[src/rtl/simple_cpu_pkg.sv]
// Shared definitions for the multi-cycle CPU: opcodes, ALU funcs, FSM states
// and instruction field positions derived from the top-level parameters.
package simple_cpu_pkg;

    localparam int OP_W   = 2;
    localparam int FUNC_W = 4;

    localparam logic [1:0] OP_LOADI = 2'b00;
    localparam logic [1:0] OP_ALU   = 2'b01;
    localparam logic [1:0] OP_LOAD  = 2'b10;
    localparam logic [1:0] OP_STORE = 2'b11;

    localparam logic [3:0] F_ADD = 4'd0;
    localparam logic [3:0] F_SUB = 4'd1;
    localparam logic [3:0] F_AND = 4'd2;
    localparam logic [3:0] F_OR  = 4'd3;
    localparam logic [3:0] F_XOR = 4'd4;
    localparam logic [3:0] F_SLT = 4'd5;

    typedef enum logic [2:0] {
        S_IDLE,
        S_DECODE,
        S_EXEC,
        S_MEM,
        S_WB
    } state_e;

    // Layout, MSB first: opcode | X1 | X2 | X3 | imm | func
    function automatic int imm_width(input int instr_w, input int reg_bits);
        return instr_w - OP_W - 3 * reg_bits - FUNC_W;
    endfunction

    function automatic int x3_lsb(input int instr_w, input int reg_bits);
        return FUNC_W + imm_width(instr_w, reg_bits);
    endfunction

    function automatic int x2_lsb(input int instr_w, input int reg_bits);
        return x3_lsb(instr_w, reg_bits) + reg_bits;
    endfunction

    function automatic int x1_lsb(input int instr_w, input int reg_bits);
        return x2_lsb(instr_w, reg_bits) + reg_bits;
    endfunction

    function automatic int op_lsb(input int instr_w, input int reg_bits);
        return x1_lsb(instr_w, reg_bits) + reg_bits;
    endfunction

endpackage

[src/rtl/simple_cpu_mc_alu.sv]
// Combinational ALU: unsigned add/sub with carry/borrow, bitwise ops and
// unsigned set-less-than; funcs outside 0..5 are flagged illegal.
module cpu_alu
    import simple_cpu_pkg::*;
#(
    parameter int DATA_WIDTH = 8
) (
    input  logic [DATA_WIDTH-1:0] a,
    input  logic [DATA_WIDTH-1:0] b,
    input  logic [3:0]            func,
    output logic [DATA_WIDTH-1:0] result,
    output logic                  carry,
    output logic                  zero,
    output logic                  illegal
);

    logic [DATA_WIDTH:0] sum;

    always_comb begin
        sum     = '0;
        result  = '0;
        carry   = 1'b0;
        illegal = 1'b0;
        case (func)
            F_ADD: begin
                sum    = {1'b0, a} + {1'b0, b};
                result = sum[DATA_WIDTH-1:0];
                carry  = sum[DATA_WIDTH];
            end
            // The extra top bit of the widened difference is the borrow.
            F_SUB: begin
                sum    = {1'b0, a} - {1'b0, b};
                result = sum[DATA_WIDTH-1:0];
                carry  = sum[DATA_WIDTH];
            end
            F_AND:   result = a & b;
            F_OR:    result = a | b;
            F_XOR:   result = a ^ b;
            F_SLT:   result = DATA_WIDTH'(a < b);
            default: illegal = 1'b1;
        endcase
    end

    assign zero = (result == '0);

endmodule

[src/rtl/simple_cpu_mc.sv]
// Multi-cycle CPU: one instruction at a time over valid/ready, with an inline
// register file and data memory, plus combinational debug read ports.
//
// state  | meaning
// IDLE   | instr_ready high; latch instruction on instr_valid
// DECODE | read X1/X2/X3 register values into holding flops
// EXEC   | ALU result or effective address; LOADI/ALU -> WB, LOAD/STORE -> MEM
// MEM    | LOAD captures dmem[addr]; STORE writes dmem on the exit edge
// WB     | done (and illegal) high; regfile and flags written on the exit edge
module simple_cpu_mc
    import simple_cpu_pkg::*;
#(
    parameter int DATA_WIDTH  = 8,
    parameter int ADDR_BITS   = 5,
    parameter int INSTR_WIDTH = 20,
    parameter int REG_BITS    = 2
) (
    input  logic                   clk,
    input  logic                   rst,
    input  logic                   instr_valid,
    output logic                   instr_ready,
    input  logic [INSTR_WIDTH-1:0] instruction,
    output logic                   done,
    output logic                   illegal,
    output logic                   zero_flag,
    output logic                   carry_flag,
    input  logic [REG_BITS-1:0]    dbg_reg_sel,
    output logic [DATA_WIDTH-1:0]  dbg_reg_data,
    input  logic [ADDR_BITS-1:0]   dbg_mem_addr,
    output logic [DATA_WIDTH-1:0]  dbg_mem_data
);

    localparam int IMM_W  = imm_width(INSTR_WIDTH, REG_BITS);
    localparam int X3_LSB = x3_lsb(INSTR_WIDTH, REG_BITS);
    localparam int X2_LSB = x2_lsb(INSTR_WIDTH, REG_BITS);
    localparam int X1_LSB = x1_lsb(INSTR_WIDTH, REG_BITS);
    localparam int OP_LSB = op_lsb(INSTR_WIDTH, REG_BITS);
    localparam int NREGS  = 2 ** REG_BITS;
    localparam int DEPTH  = 2 ** ADDR_BITS;

    if (INSTR_WIDTH < OP_W + 3 * REG_BITS + FUNC_W + ADDR_BITS) begin : g_bad_cfg
        $error("simple_cpu_mc: INSTR_WIDTH too small for register and address fields");
    end

    state_e                  state_q, state_d;
    logic [INSTR_WIDTH-1:0]  instr_q, instr_d;
    logic [DATA_WIDTH-1:0]   x1_q, x1_d, x2_q, x2_d, x3_q, x3_d;
    logic [DATA_WIDTH-1:0]   res_q, res_d;
    logic [ADDR_BITS-1:0]    addr_q, addr_d;
    logic                    alu_carry_q, alu_carry_d, alu_zero_q, alu_zero_d;
    logic                    ready_q, ready_d, done_q, done_d, illegal_q, illegal_d;
    logic                    zero_flag_q, zero_flag_d, carry_flag_q, carry_flag_d;

    logic [DATA_WIDTH-1:0]   regs_q [NREGS];
    logic [DATA_WIDTH-1:0]   dmem_q [DEPTH];

    logic                    reg_we, mem_we;
    logic [REG_BITS-1:0]     reg_waddr;
    logic [DATA_WIDTH-1:0]   reg_wdata;

    logic [1:0]              f_op;
    logic [REG_BITS-1:0]     f_x1, f_x2, f_x3;
    logic [IMM_W-1:0]        f_imm;
    logic [3:0]              f_func;

    logic [DATA_WIDTH-1:0]   alu_result;
    logic                    alu_carry, alu_zero, alu_illegal;

    assign f_op   = instr_q[OP_LSB +: OP_W];
    assign f_x1   = instr_q[X1_LSB +: REG_BITS];
    assign f_x2   = instr_q[X2_LSB +: REG_BITS];
    assign f_x3   = instr_q[X3_LSB +: REG_BITS];
    assign f_imm  = instr_q[FUNC_W +: IMM_W];
    assign f_func = instr_q[0 +: FUNC_W];

    cpu_alu #(.DATA_WIDTH(DATA_WIDTH)) u_alu (
        .a       (x2_q),
        .b       (x3_q),
        .func    (f_func),
        .result  (alu_result),
        .carry   (alu_carry),
        .zero    (alu_zero),
        .illegal (alu_illegal)
    );

    always_comb begin
        state_d      = state_q;
        instr_d      = instr_q;
        x1_d         = x1_q;
        x2_d         = x2_q;
        x3_d         = x3_q;
        res_d        = res_q;
        addr_d       = addr_q;
        alu_carry_d  = alu_carry_q;
        alu_zero_d   = alu_zero_q;
        ready_d      = 1'b0;
        done_d       = 1'b0;
        illegal_d    = 1'b0;
        zero_flag_d  = zero_flag_q;
        carry_flag_d = carry_flag_q;
        reg_we       = 1'b0;
        reg_waddr    = f_x1;
        reg_wdata    = res_q;
        mem_we       = 1'b0;
        case (state_q)
            S_IDLE: begin
                ready_d = 1'b1;
                if (instr_valid && ready_q) begin
                    instr_d = instruction;
                    state_d = S_DECODE;
                    ready_d = 1'b0;
                end
            end
            S_DECODE: begin
                x1_d    = regs_q[f_x1];
                x2_d    = regs_q[f_x2];
                x3_d    = regs_q[f_x3];
                state_d = S_EXEC;
            end
            S_EXEC: begin
                res_d       = alu_result;
                alu_carry_d = alu_carry;
                alu_zero_d  = alu_zero;
                addr_d      = ADDR_BITS'(x2_q) + ADDR_BITS'(f_imm);
                if (f_op == OP_LOADI || f_op == OP_ALU) begin
                    state_d   = S_WB;
                    done_d    = 1'b1;
                    illegal_d = (f_op == OP_ALU) && alu_illegal;
                end else begin
                    state_d = S_MEM;
                end
            end
            S_MEM: begin
                if (f_op == OP_LOAD) begin
                    res_d = dmem_q[addr_q];
                end else begin
                    mem_we = 1'b1;
                end
                state_d = S_WB;
                done_d  = 1'b1;
            end
            S_WB: begin
                state_d = S_IDLE;
                ready_d = 1'b1;
                case (f_op)
                    OP_LOADI: begin
                        reg_we    = 1'b1;
                        reg_wdata = DATA_WIDTH'(f_imm);
                    end
                    // illegal_q is high exactly when this WB belongs to a bad func.
                    OP_ALU: begin
                        if (!illegal_q) begin
                            reg_we       = 1'b1;
                            zero_flag_d  = alu_zero_q;
                            carry_flag_d = alu_carry_q;
                        end
                    end
                    OP_LOAD:  reg_we = 1'b1;
                    default:  reg_we = 1'b0;
                endcase
            end
            default: begin
                state_d = S_IDLE;
                ready_d = 1'b1;
            end
        endcase
    end

    always_ff @(posedge clk or negedge rst) begin
        if (!rst) begin
            state_q      <= S_IDLE;
            instr_q      <= '0;
            x1_q         <= '0;
            x2_q         <= '0;
            x3_q         <= '0;
            res_q        <= '0;
            addr_q       <= '0;
            alu_carry_q  <= 1'b0;
            alu_zero_q   <= 1'b0;
            ready_q      <= 1'b1;
            done_q       <= 1'b0;
            illegal_q    <= 1'b0;
            zero_flag_q  <= 1'b0;
            carry_flag_q <= 1'b0;
            for (int i = 0; i < NREGS; i++) regs_q[i] <= DATA_WIDTH'(i);
            for (int i = 0; i < DEPTH; i++) dmem_q[i] <= '0;
        end else begin
            state_q      <= state_d;
            instr_q      <= instr_d;
            x1_q         <= x1_d;
            x2_q         <= x2_d;
            x3_q         <= x3_d;
            res_q        <= res_d;
            addr_q       <= addr_d;
            alu_carry_q  <= alu_carry_d;
            alu_zero_q   <= alu_zero_d;
            ready_q      <= ready_d;
            done_q       <= done_d;
            illegal_q    <= illegal_d;
            zero_flag_q  <= zero_flag_d;
            carry_flag_q <= carry_flag_d;
            if (reg_we) regs_q[reg_waddr] <= reg_wdata;
            if (mem_we) dmem_q[addr_q] <= x1_q;
        end
    end

    assign instr_ready  = ready_q;
    assign done         = done_q;
    assign illegal      = illegal_q;
    assign zero_flag    = zero_flag_q;
    assign carry_flag   = carry_flag_q;
    assign dbg_reg_data = regs_q[dbg_reg_sel];
    assign dbg_mem_data = dmem_q[dbg_mem_addr];

endmodule
[config.mk]
export PLATFORM = sky130hd
export DESIGN_NAME = simple_cpu_mc
export DESIGN_NICKNAME = d
export VERILOG_FILES = /design/src/rtl/simple_cpu_pkg.sv /design/src/rtl/simple_cpu_mc_alu.sv /design/src/rtl/simple_cpu_mc.sv
export SDC_FILE = /design/constraint.sdc
export NUM_CORES = 1
export LEC_CHECK = 0
export CAP_MARGIN = 20
export CORE_MARGIN = 8
export CORE_UTILIZATION = 45
export CTS_CLUSTER_SIZE = 30
export DETAILED_ROUTE_END_ITERATION = 6
export GPL_ROUTABILITY_DRIVEN = 0
export PLACE_DENSITY = 0.59
export SLEW_MARGIN = 20
export SYNTH_ARGS = -nofsm -noshare
export SYNTH_HDL_FRONTEND = slang
export SYNTH_SLANG_ARGS = --single-unit
[constraint.sdc]
create_clock -name clk -period 3.3 [get_ports clk]
set_input_delay 0.495 -clock clk [delete_from_list [all_inputs] [get_ports clk]]
set_output_delay 0.495 -clock clk [all_outputs]
set_load 0.03 [all_outputs]
== Word level (Yosys, flattened, before mapping) ==
Index checks and enable logic that the tools add are counted.

* Register bits after elaboration: 355
* Input bits: 30
* Word-level logic and storage cells: 146

* $add $sub $neg: 3
* $lt $le $gt $ge: 9
* Equality and inequality tests: 13
* Multiplexer cells: 45
* Bitwise operators: 10
* Reductions and logical operators: 16

{| class="wikitable"
|+ Operators with widths
! kind !! number
|-
| bitwise mux 256 bit || 1
|-
| 2-to-1 mux 8 bit || 17
|-
| binary-select mux 8 bit (select 5 bit) || 2
|-
| binary-select mux 8 bit (select 2 bit) || 4
|-
| one-hot mux 8 bit (6 select lines) || 1
|-
| demux 8 bit (select 5 bit) || 1
|-
| bitwise mux 32 bit || 1
|-
| demux 8 bit (select 2 bit) || 1
|-
| one-hot mux 8 bit (2 select lines) || 1
|-
| greater-or-equal comparator 3 bit (second input constant) || 4
|-
| greater-or-equal comparator 6 bit (second input constant) || 2
|-
| NOT 2 -> 3 bit || 4
|-
| NOT 5 -> 6 bit || 2
|-
| one-hot mux 3 bit (4 select lines) || 1
|-
| adder 8 x 8 -> 9 bit || 1
|-
| 2-to-1 mux 1 bit || 9
|-
| subtractor 8 x 8 -> 9 bit || 1
|-
| bitwise AND 8 bit || 1
|-
| equality test 4 x 2 -> 1 bit (second input constant) || 2
|-
| equality test 4 x 3 -> 1 bit (second input constant) || 2
|-
| logical NOT 8 bit || 1
|-
| < comparator 8 bit || 1
|-
| OR 8 bit || 1
|-
| one-hot mux 1 bit (2 select lines) || 4
|-
| other kinds (24) || 31
|}

== Logic depth before layout (Yosys ltp) ==
Gate-level depths: netlist of run 1.

* Depth in word-level cells: 6
* Mapped depth: 10

== Hierarchy ==
From an unflattened synthesis of run 1, not the netlist that was laid out.

* Cells, all modules: 1458
* Area total of the unflattened synthesis: 19829.0 um^2

{| class="wikitable"
|+ Modules (own cells, without submodules)
! module !! instances !! cells each !! area an instance (um^2)
|-
| simple_cpu_mc || 1 || 1279 || 18562.8
|-
| cpu_alu || 1 || 179 || 1266.2
|}

== Worst setup path after synthesis of run 1 ==
Ideal clock, no wire load.

* Path kind: input port to output port
* Start: input port dbg_mem_addr[1]
* End: output port dbg_mem_data[0]
* Arrival time: 2.274 ns
* Slack: 0.531 ns
* Stages: 5
* Buffers on the path: 2
* Cells stage by stage: clkbuf_1 > clkbuf_1 > mux4_2 > mux4_2 > mux2_2

* Word-level cells in the longest chain between the ends: 4

{| class="wikitable"
|+ RTL lines
! item !! RTL line !! text
|-
| from (decl) || simple_cpu_mc.sv:29 || <nowiki>input logic [ADDR_BITS-1:0] dbg_mem_addr,</nowiki>
|-
| NOT 5 -> 6 bit (implied by the code) || simple_cpu_mc.sv:213 || <nowiki>assign dbg_mem_data = dmem_q[dbg_mem_addr];</nowiki>
|-
| binary-select mux 8 bit (select 5 bit) || simple_cpu_mc.sv:213 ||
|-
| 2-to-1 mux 8 bit (implied by the code) (2 in series) || simple_cpu_mc.sv:213 ||
|-
| to (decl) || simple_cpu_mc.sv:30 || <nowiki>output logic [DATA_WIDTH-1:0] dbg_mem_data</nowiki>
|}

Every way passes these cells. The select of a mux whose other input is x is not followed.

== Final worst setup path of run 1 ==
* Start: input port dbg_mem_addr[0]
* End: output port dbg_mem_data[6]

Same word-level chain as after synthesis.

==> flow_summary.toml, run 1 <==
[outcome]
outcome = "completed"

[global_route]
grt_max_degree = 112
antenna_found_initial = 0
grt_overflow = 0
grt_pass1_vias = 13022
grt_use_total_pct = 23.0
grt_pass1_wl_um = 87700

[worst_setup_path]
worstPathMaxFanout = 33
start_kind = "input port"
crit_required_ns = 2.80
critPathArrivalTime_ns = 2.59
worstSetupPathType = "input port to output pin"
cp-end-kind = "output pin"
r2r.worst_path.cells = 7

[detailed_routing]
detail-route-antenna-nets = 0
drt-pass1-iter-count = 5
drt-total-wl_um = 57400
wl_per_cell_um = 27.5
drt_iter0_drc = 1200
num_vias = 13081
drc = 0
via_per_inst = 6.27

[clock_network]
clk-insertion-delay-late_ns = 0.57
cts_tree = "yes"
path_clk_slew_ns = 0.05
cts_buffers = 42
clock_sinks = 355
clock-root-buffer = "clkbuf_16"
htreeDepth = 2
clockBufferDepth = 3

[yosys]
synth.avg_cell_area_um2 = 13.9
synth_top_area_share_pct = 44.2
ys_top_cells_by_area = "dfrtp_1 44%, mux4_2 20%, mux2_2 15%"
yosysSeqAreaShare_pct = 44.9
syn-num-nets = 1481
yosysMostFrequentCell = "dfrtp_1"
synth_common_cells = "350 x dfrtp_1, 256 x mux2_2, 179 x mux4_2, 90 x nand2_1, 58 x o21ai_0"
ys_warn_count = 0
synth_area_leader_cell = "dfrtp_1"
syn-cell-area_mm2 = 0.0198
ys.flop_type = "dfrtp_1"
synth_cell_types = 72
ys_async_sr_fraction_pct = 100
ys_ff_latch = 355
synth_edf_count = 0
netlist_instances = 1420

[floorplanning]
fp.dieH_um = 226
rows = 77
die_w_um = 226
ios = 51
dieArea_mm2 = 0.0510
initial_core_util_pct = 45.2
core-area_mm2 = 0.0438

[timing]
fin_worst_skew_ns = 0.0148
hold_viol = 0
slew_headroom_pct = 41.4
finalCritPeriodShare_pct = 93.6
grt_setup_unrepaired = "false"
timing.fmax_mhz = 324
slew_viol_final = 0
setup_slack_ns = 0.211
finalSetupViolCount = 0
tns_ns = 0
min_period_ns = 3.09
worstMarginPinSlew_ns = 0.880

[power]
powerDensity_mw_per_mm2 = 763
irDropWorstVdd_mv = 0.438
p_leak_nw = 9.92

[layout]
layout.nets = 1522
drive_gt1_share_pct = 40.9
diodes = 0
syn_to_final_growth_pct = 13.8

[place]
pre_cts_ws_ns = 0.205
portBuffers = 50
place_hpwl_um = 40500

[worst_hold_path]
min_path_type = "input port to async pin"

[run]
maxCapViolCount = 0
[placed cells by master, fill, tap and decap left out, drive strengths merged, types with 12 or more instances in the layout]
| master | netlist | layout |
|---|---|---|
| inv | 30 | 30 |
| nand2 | 94 | 94 |
| dfrtp | 350 | 350 |
| clkdlybuf4s50 | 0 | 39 |
| nand3 | 21 | 21 |
| mux2i | 17 | 17 |
| nor2b | 12 | 12 |
| a21oi | 40 | 40 |
| mux4 | 179 | 179 |
| mux2 | 299 | 299 |
| o21ai | 62 | 62 |
| clkbuf | 54 | 60 |
| ha | 28 | 28 |
| buf | 48 | 59 |
| nor2 | 66 | 66 |
[where the power goes]
group	switching, mW	internal (mW)	leakage, nW
combinational	3.10	2.63	4.36
clock	1.89	3.09	0.725
sequential	1.34	5.13	4.83
total	6.33	10.9	9.92
[metal layers]
layer | wire length [um] | track usage [%]
met5 | 0 | 0
met1 | 26300 | 34.8
met3 | 5230 | 6.19
met2 | 24400 | 31.7
met4 | 1520 | 6.96
[cell type report]
type / instances / area [um2]
Clock buffer: 60 / 1240
Clock inverter: 17 / 250
Fill cell: 3646 / 21300
Inverter: 31 / 116
Multi-Input combinational cell: 932 / 10300
Sequential cell: 355 / 8900
Tap cell: 592 / 741
Timing Repair Buffer: 99 / 973
[logic make-up (layout without fill, tap and decap cells)]
logic type / after synthesis / after routing / synth area share, %
AO/OA/AOI/OAI: 163 / 163 / 5.15
XOR/XNOR: 6 / 6 / 0.265
adder cells (fa/ha/maj): 31 / 31 / 2.07
buffers and inverters: 133 / 207 / 3.08
flip-flops: 355 / 355 / 44.9
multiplexers: 495 / 495 / 38.2
AND/OR/NAND/NOR: 237 / 237 / 6.35
[path summary, 6_finish.rpt]
check	start	endpoint	slack, ns
setup reg to reg	addr_q[0]$_DFFE_PN0N_	res_q[7]$_DFFE_PN0P_	0.47
hold / removal	rst	instr_q[1]$_DFFE_PN0P_	0.38
min in group clk	res_q[4]$_DFFE_PN0P_	res_q[4]$_DFFE_PN0P_	0.49
hold reg to reg	res_q[4]$_DFFE_PN0P_	res_q[4]$_DFFE_PN0P_	0.49
max in group asynchronous	rst	addr_q[1]$_DFFE_PN0N_	1.97
setup / recovery	dbg_mem_addr[0]	dbg_mem_data[6]	0.21
[worst max-delay path, stage by stage]
cell and delay, ns:
buf_4 0.22, buf_12 0.29, mux4_2 0.55, mux4_2 0.51, mux2_2 0.30, buf_4 0.17
[per-stage QoR]
stage / power, mW / cells / util [%] / hold slack, ns / instance area, um2
CTS: 17.2 / 2086 / 51.4 / 0.370 / 22500
detailed placement: 12.2 / 2008 / 48.0 / 0.365 / 21000
global placement: 12.1 / 2008 / 48.0 / 0.365 / 21000
global route: 18.0 / 2086 / 51.4 / 0.395 / 22500
floorplan: 10.1 / 1420 / - / 0.199 / 19800
finish: 17.2 / 2086 / 51.4 / 0.382 / 22500
[state kept, by name, indices dropped and copies added (netlist names), 3 cells and up]
signal   flops
res_q        8
addr_q       5
regs_q      32
x3_q         8
x2_q         8
x1_q         8
instr_q     20
dmem_q     256
state_q      3
[what timing repair did]
action | 4_1_cts | 5_1_grt
hold buffers | 1 | 0
buffers inserted | 0 | 0
endpoints found under the hold margin | 19 | 0
gates resized for setup | 0 | 0
setup endpoints to repair | 0 | 0
Power figures use the tool's default switching activity.
==> run 2: changes to the inputs <==
SKIP_LAST_GASP = 1   (was unset)
==> results of run 2 <==
Same layout as run 1: the final DEF is identical, and so are final timing and power.
